### src/rtl/spi_master.sv
// spi_master: SPI mode-0 (CPOL=0, CPHA=0), MSB-first, full-duplex frame initiator.
//
// A single start request shifts one FRAME_BITS word out on mosi and captures
// the same number of bits from miso. sck runs at clk/(2*CLK_DIV).
//
// Ports
//   clk      in   system clock
//   reset    in   synchronous active-high reset
//   start    in   frame request, honoured only while idle
//   tx_data  in   word to transmit, captured when start is accepted
//   busy     out  frame in progress (cycle after acceptance until completion)
//   done     out  one-cycle completion pulse; rx_data is valid from this cycle
//   rx_data  out  last completed received word
//   sck      out  SPI clock, idles low
//   cs_n     out  chip select, active low, idles high
//   mosi     out  serial data out, changes on sck fall
//   miso     in   serial data in, sampled on sck rise
module spi_master #(
  parameter int FRAME_BITS = 32,
  parameter int CLK_DIV    = 4
) (
  input  logic                  clk,
  input  logic                  reset,
  input  logic                  start,
  input  logic [FRAME_BITS-1:0] tx_data,
  output logic                  busy,
  output logic                  done,
  output logic [FRAME_BITS-1:0] rx_data,
  output logic                  sck,
  output logic                  cs_n,
  output logic                  mosi,
  input  logic                  miso
);

  localparam int DIV_W = $clog2(CLK_DIV) + 1;
  localparam int CNT_W = $clog2(FRAME_BITS) + 1;

  localparam logic [DIV_W-1:0] PHASE_END = DIV_W'(CLK_DIV - 1);
  // HOLD covers a trailing sck-low half-period plus the chip-select hold, so
  // cs_n stays low for (2*FRAME_BITS+2)*CLK_DIV cycles in total.
  localparam logic [DIV_W-1:0] HOLD_END  = DIV_W'(2 * CLK_DIV - 1);
  localparam logic [CNT_W-1:0] LAST_BIT  = CNT_W'(FRAME_BITS - 1);

  typedef enum logic [2:0] {
    IDLE,
    SETUP,
    SCK_HI,
    SCK_LO,
    HOLD
  } state_t;

  state_t                state;
  state_t                state_next;
  logic [DIV_W-1:0]      div_cnt;
  logic [CNT_W-1:0]      bit_cnt;
  logic [FRAME_BITS-1:0] tx_shift;
  logic [FRAME_BITS-1:0] rx_shift;
  logic                  phase_done;

  assign phase_done = (div_cnt == ((state == HOLD) ? HOLD_END : PHASE_END));

  // State register.
  always_ff @(posedge clk) begin
    // NOTE: every clocked assignment is non-blocking so all registers update
    // from the same pre-edge values, independent of statement order.
    if (reset) begin
      state <= IDLE;
    end else begin
      state <= state_next;
    end
  end

  // Next-state logic.
  always_comb begin
    // NOTE: defaulting state_next before the case keeps this block purely
    // combinational; a path that leaves it unassigned would infer a latch.
    state_next = state;
    unique case (state)
      IDLE:    if (start)      state_next = SETUP;
      SETUP:   if (phase_done) state_next = SCK_HI;
      SCK_HI:  if (phase_done) state_next = (bit_cnt == LAST_BIT) ? HOLD : SCK_LO;
      SCK_LO:  if (phase_done) state_next = SCK_HI;
      HOLD:    if (phase_done) state_next = IDLE;
      default:                 state_next = IDLE;
    endcase
  end

  // Outputs decoded from the current state.
  always_comb begin
    sck  = 1'b0;
    cs_n = 1'b1;
    busy = 1'b0;
    mosi = tx_shift[FRAME_BITS-1];
    if (state != IDLE) begin
      cs_n = 1'b0;
      busy = 1'b1;
    end
    if (state == SCK_HI) begin
      sck = 1'b1;
    end
  end

  // Datapath: divider, bit counter, shift registers, completion.
  always_ff @(posedge clk) begin
    if (reset) begin
      div_cnt  <= '0;
      bit_cnt  <= '0;
      tx_shift <= '0;
      rx_shift <= '0;
      rx_data  <= '0;
      done     <= 1'b0;
    end else begin
      done <= 1'b0;

      // Each state's dwell is timed from zero on entry.
      if (state == IDLE || state_next != state) begin
        div_cnt <= '0;
      end else begin
        div_cnt <= div_cnt + DIV_W'(1);
      end

      if (state == IDLE && start) begin
        tx_shift <= tx_data;
        rx_shift <= '0;
        bit_cnt  <= '0;
      end

      // The edge that raises sck is the sampling instant for miso.
      if (state != SCK_HI && state_next == SCK_HI) begin
        rx_shift <= {rx_shift[FRAME_BITS-2:0], miso};
      end

      // The edge that drops sck presents the next mosi bit.
      if (state == SCK_HI && state_next == SCK_LO) begin
        tx_shift <= tx_shift << 1;
        bit_cnt  <= bit_cnt + CNT_W'(1);
      end

      if (state == HOLD && state_next == IDLE) begin
        done    <= 1'b1;
        rx_data <= rx_shift;
      end
    end
  end

endmodule

### config.mk
export PLATFORM = sky130hd
export DESIGN_NAME = spi_master
export DESIGN_NICKNAME = d
export VERILOG_FILES = /design/src/rtl/spi_master.sv
export SDC_FILE = /design/constraint.sdc
export NUM_CORES = 1
export LEC_CHECK = 0
export CORE_MARGIN = 3
export CORE_UTILIZATION = 57
export DETAILED_ROUTE_END_ITERATION = 8
export GPL_ROUTABILITY_DRIVEN = 0
export PLACE_DENSITY = 0.84
export REMOVE_ABC_BUFFERS = 1
export SLEW_MARGIN = 20
export SYNTH_ARGS = -nofsm -noshare
export SYNTH_HDL_FRONTEND = slang
export SYNTH_SLANG_ARGS = --single-unit
export TNS_END_PERCENT = 10
### constraint.sdc
create_clock -name clk -period 3.35 [get_ports clk]
set_input_delay 1.005 -clock clk [delete_from_list [all_inputs] [get_ports clk]]
set_output_delay 1.005 -clock clk [all_outputs]
set_load 0.05 [all_outputs]
==> reports/results.tsv <==
metric	value	unit
critPathSlowestCell	clkdlybuf4s50_1	
finClkSkew	0.01239	ns
drv_cap	0	
cts_max_level	3	
pre_cts_ws	0.6070	ns
core-area	7447	µm²
io-pin-count	73	
synth_ff_type	dfxtp_1	
p_leak	1.792	nW
worst_ep_required_time	2.34	ns
start_util	0.6047	
seq_area_frac_synth	0.4846	
mostFrequentLayoutCells	162 x nand2_1, 109 x dfxtp_1, 71 x clkdlybuf4s50_1, 68 x a21oi_1, 40 x nor2_1	
syn_area_per_cell	8.339	µm²
die_x	94.88	µm
setup_viol	0	
drt.antenna.violating_nets	0	
antenna_found_initial	0	
postCtsSetupRepairBufs	0	
die_y	94.88	µm
clock.fmax	0.3169	GHz
dieArea	9002	µm²
fin_crit_sh	0.9420	
crit_buf_inv	2	
grtUsageTotal	0.2251	
ir_worst_vdd	0.0003018	V
drc	0	
layout_commonest_cell	nand2_1	
antennaDiodeCount	0	
cts_buffer_depth	2	
finalSetupTns	0	ns
numCtsBuffers	9	
grt_pass1_wl	16.27	mm
nets	622	
avgRoutedWirePerCell	13.94	µm
synth-seq-cells	109	
synthArstFlopShare	0	
finalHoldViolCount	0	
crit_chain	or3_4 -> inv_2 -> clkdlybuf4s50_1	
ys_warn_count	0	
std_cell_rows	31	
worstMarginPinSlew	0.6787	ns
synth-edff-count	0	
outcome	complete, no violations	
p_per_area	423.5	nW/µm²
hold_path.class	flop to flop	
setup_ws	0.1942	ns
cts_root_buf	clkbuf_8	
drive_above_1_share	0.1053	
tritoncts	done	
cts_sinks	109	
synth_area	4503	µm²
syn_inst	540	
drv_slew	0	
cts_resized	0	
grt_overflow_total	0	
grt_pass1_vias	3566	
grt_max_degree	63	
grt_setup_unrepaired	no	
cts_hold_buf	0	
worst_path_dominant_cell_family	buffers and inverters	
synth_cell_types	38	
period_needed	3.156	ns
startpoint_type	flop	
vias	3868	
hpwl	6.257	mm
setup.worst_path.end_class	output port	
path_clk_slew	0.11	ns
clkLatencyLatePin	0.37	ns
dr.pass1.iters	5	
vias_per_cell	5.622	
routed_wl	9.588	mm
drt_iter0_markers	259	
slew_headroom	0.5459	
cpPeakStageDelay	0.80	ns
portBuffers	72	
cp_max_fo	12	
area_growth	19.92	%
setup.worst_path.class	flop to output port	
arrival	2.15	ns
-- logic make-up (layout without fill, tap and decap cells) --
logic type	after synthesis	after routing	synth area share
buffers and inverters	49	98	0.05418
AND/OR/NAND/NOR	265	265	0.2504
flip-flops	109	109	0.4846
AO/OA/AOI/OAI	113	113	0.2009
multiplexers	2	2	0.004446
adder cells (fa/ha/maj)	2	2	0.005556
-- through the flow --
| step | util | hold WS, ns | power (mW) | cell area, µm² | cells |
|---|---|---|---|---|---|
| floorplan | - | 0.3986 | 1.453 | 4270 | 494 |
| global placement | 0.6988 | 0.4073 | 1.545 | 5204 | 672 |
| detailed placement | 0.6988 | 0.4217 | 1.549 | 5204 | 672 |
| CTS | 0.7245 | 0.4377 | 2.301 | 5395 | 688 |
| global route | 0.7251 | 0.4705 | 2.364 | 5400 | 688 |
| finish | 0.7251 | 0.4345 | 2.287 | 5400 | 688 |
-- worst reg2reg max path, cell delays in order (launching register included) --
cell and delay (ns):
dfxtp_1 0.43, ha_1 0.23, nand3_1 0.23, o211ai_4 0.42, buf_12 0.34, nor2_1 0.12, a311oi_2 0.26
-- flip-flops by register name (all words and copies together), names as in the netlist --
register	flops
rx_shift	32
tx_shift	32
state	3
bit_cnt	6
rx_data	32
div_cnt	3
done	1
-- synthesized netlist by cell type, drive strengths merged (2+ instances only) --
cell type	count	share of area
and2	2	0.0028
mux2i	2	0.0044
a21o	2	0.0033
or3	2	0.0039
nand3b	3	0.0050
buf	18	0.028
nor2b	2	0.0028
o31ai	2	0.0033
inv	3	0.0025
nor3	2	0.0022
nor2	41	0.034
nand4	2	0.0028
nand3	39	0.043
a311oi	31	0.10
nand2	163	0.14
nand2b	3	0.0042
ha	2	0.0056
clkbuf	28	0.023
dfxtp	109	0.48
a211oi	3	0.0050
a21oi	68	0.076
-- layer usage --
| layer | up-vias | track usage | share of wire |
|---|---|---|---|
| li1 | 1926 | - | - |
| met1 | 1828 | 0.2960 | 0.42 |
| met2 | 98 | 0.3699 | 0.51 |
| met3 | 16 | 0.02948 | 0.047 |
| met4 | 0 | 0.09856 | 0.017 |
| met5 | - | 0 | 0 |
-- worst paths after layout --
kind	startpoint	slack, ns	cells after the start	to
worst max register to register	bit_cnt[0]	1.24	6	tx_shift[12]
worst min-delay path	div_cnt[0]	0.43	1	div_cnt[0]
worst min register to register	div_cnt[0]	0.43	1	div_cnt[0]
worst max-delay path	state[2]	0.19	3	cs_n
-- cell type report --
type / instances / area (µm²)
inverters: 3 / 11.26
clock inverters: 6 / 53.80
clock buffers: 10 / 137.6
multi-input cells: 382 / 2096
flip-flops and latches: 109 / 2182
well taps: 99 / 123.9
repair buffers: 79 / 795.8
fillers: 584 / 2047
-- report_power, final --
group	internal, mW	switching (mW)
sequential	1.32	0.0163
combinational	0.0837	0.0992
clock	0.304	0.462
Power figures use the tool's default switching activity.
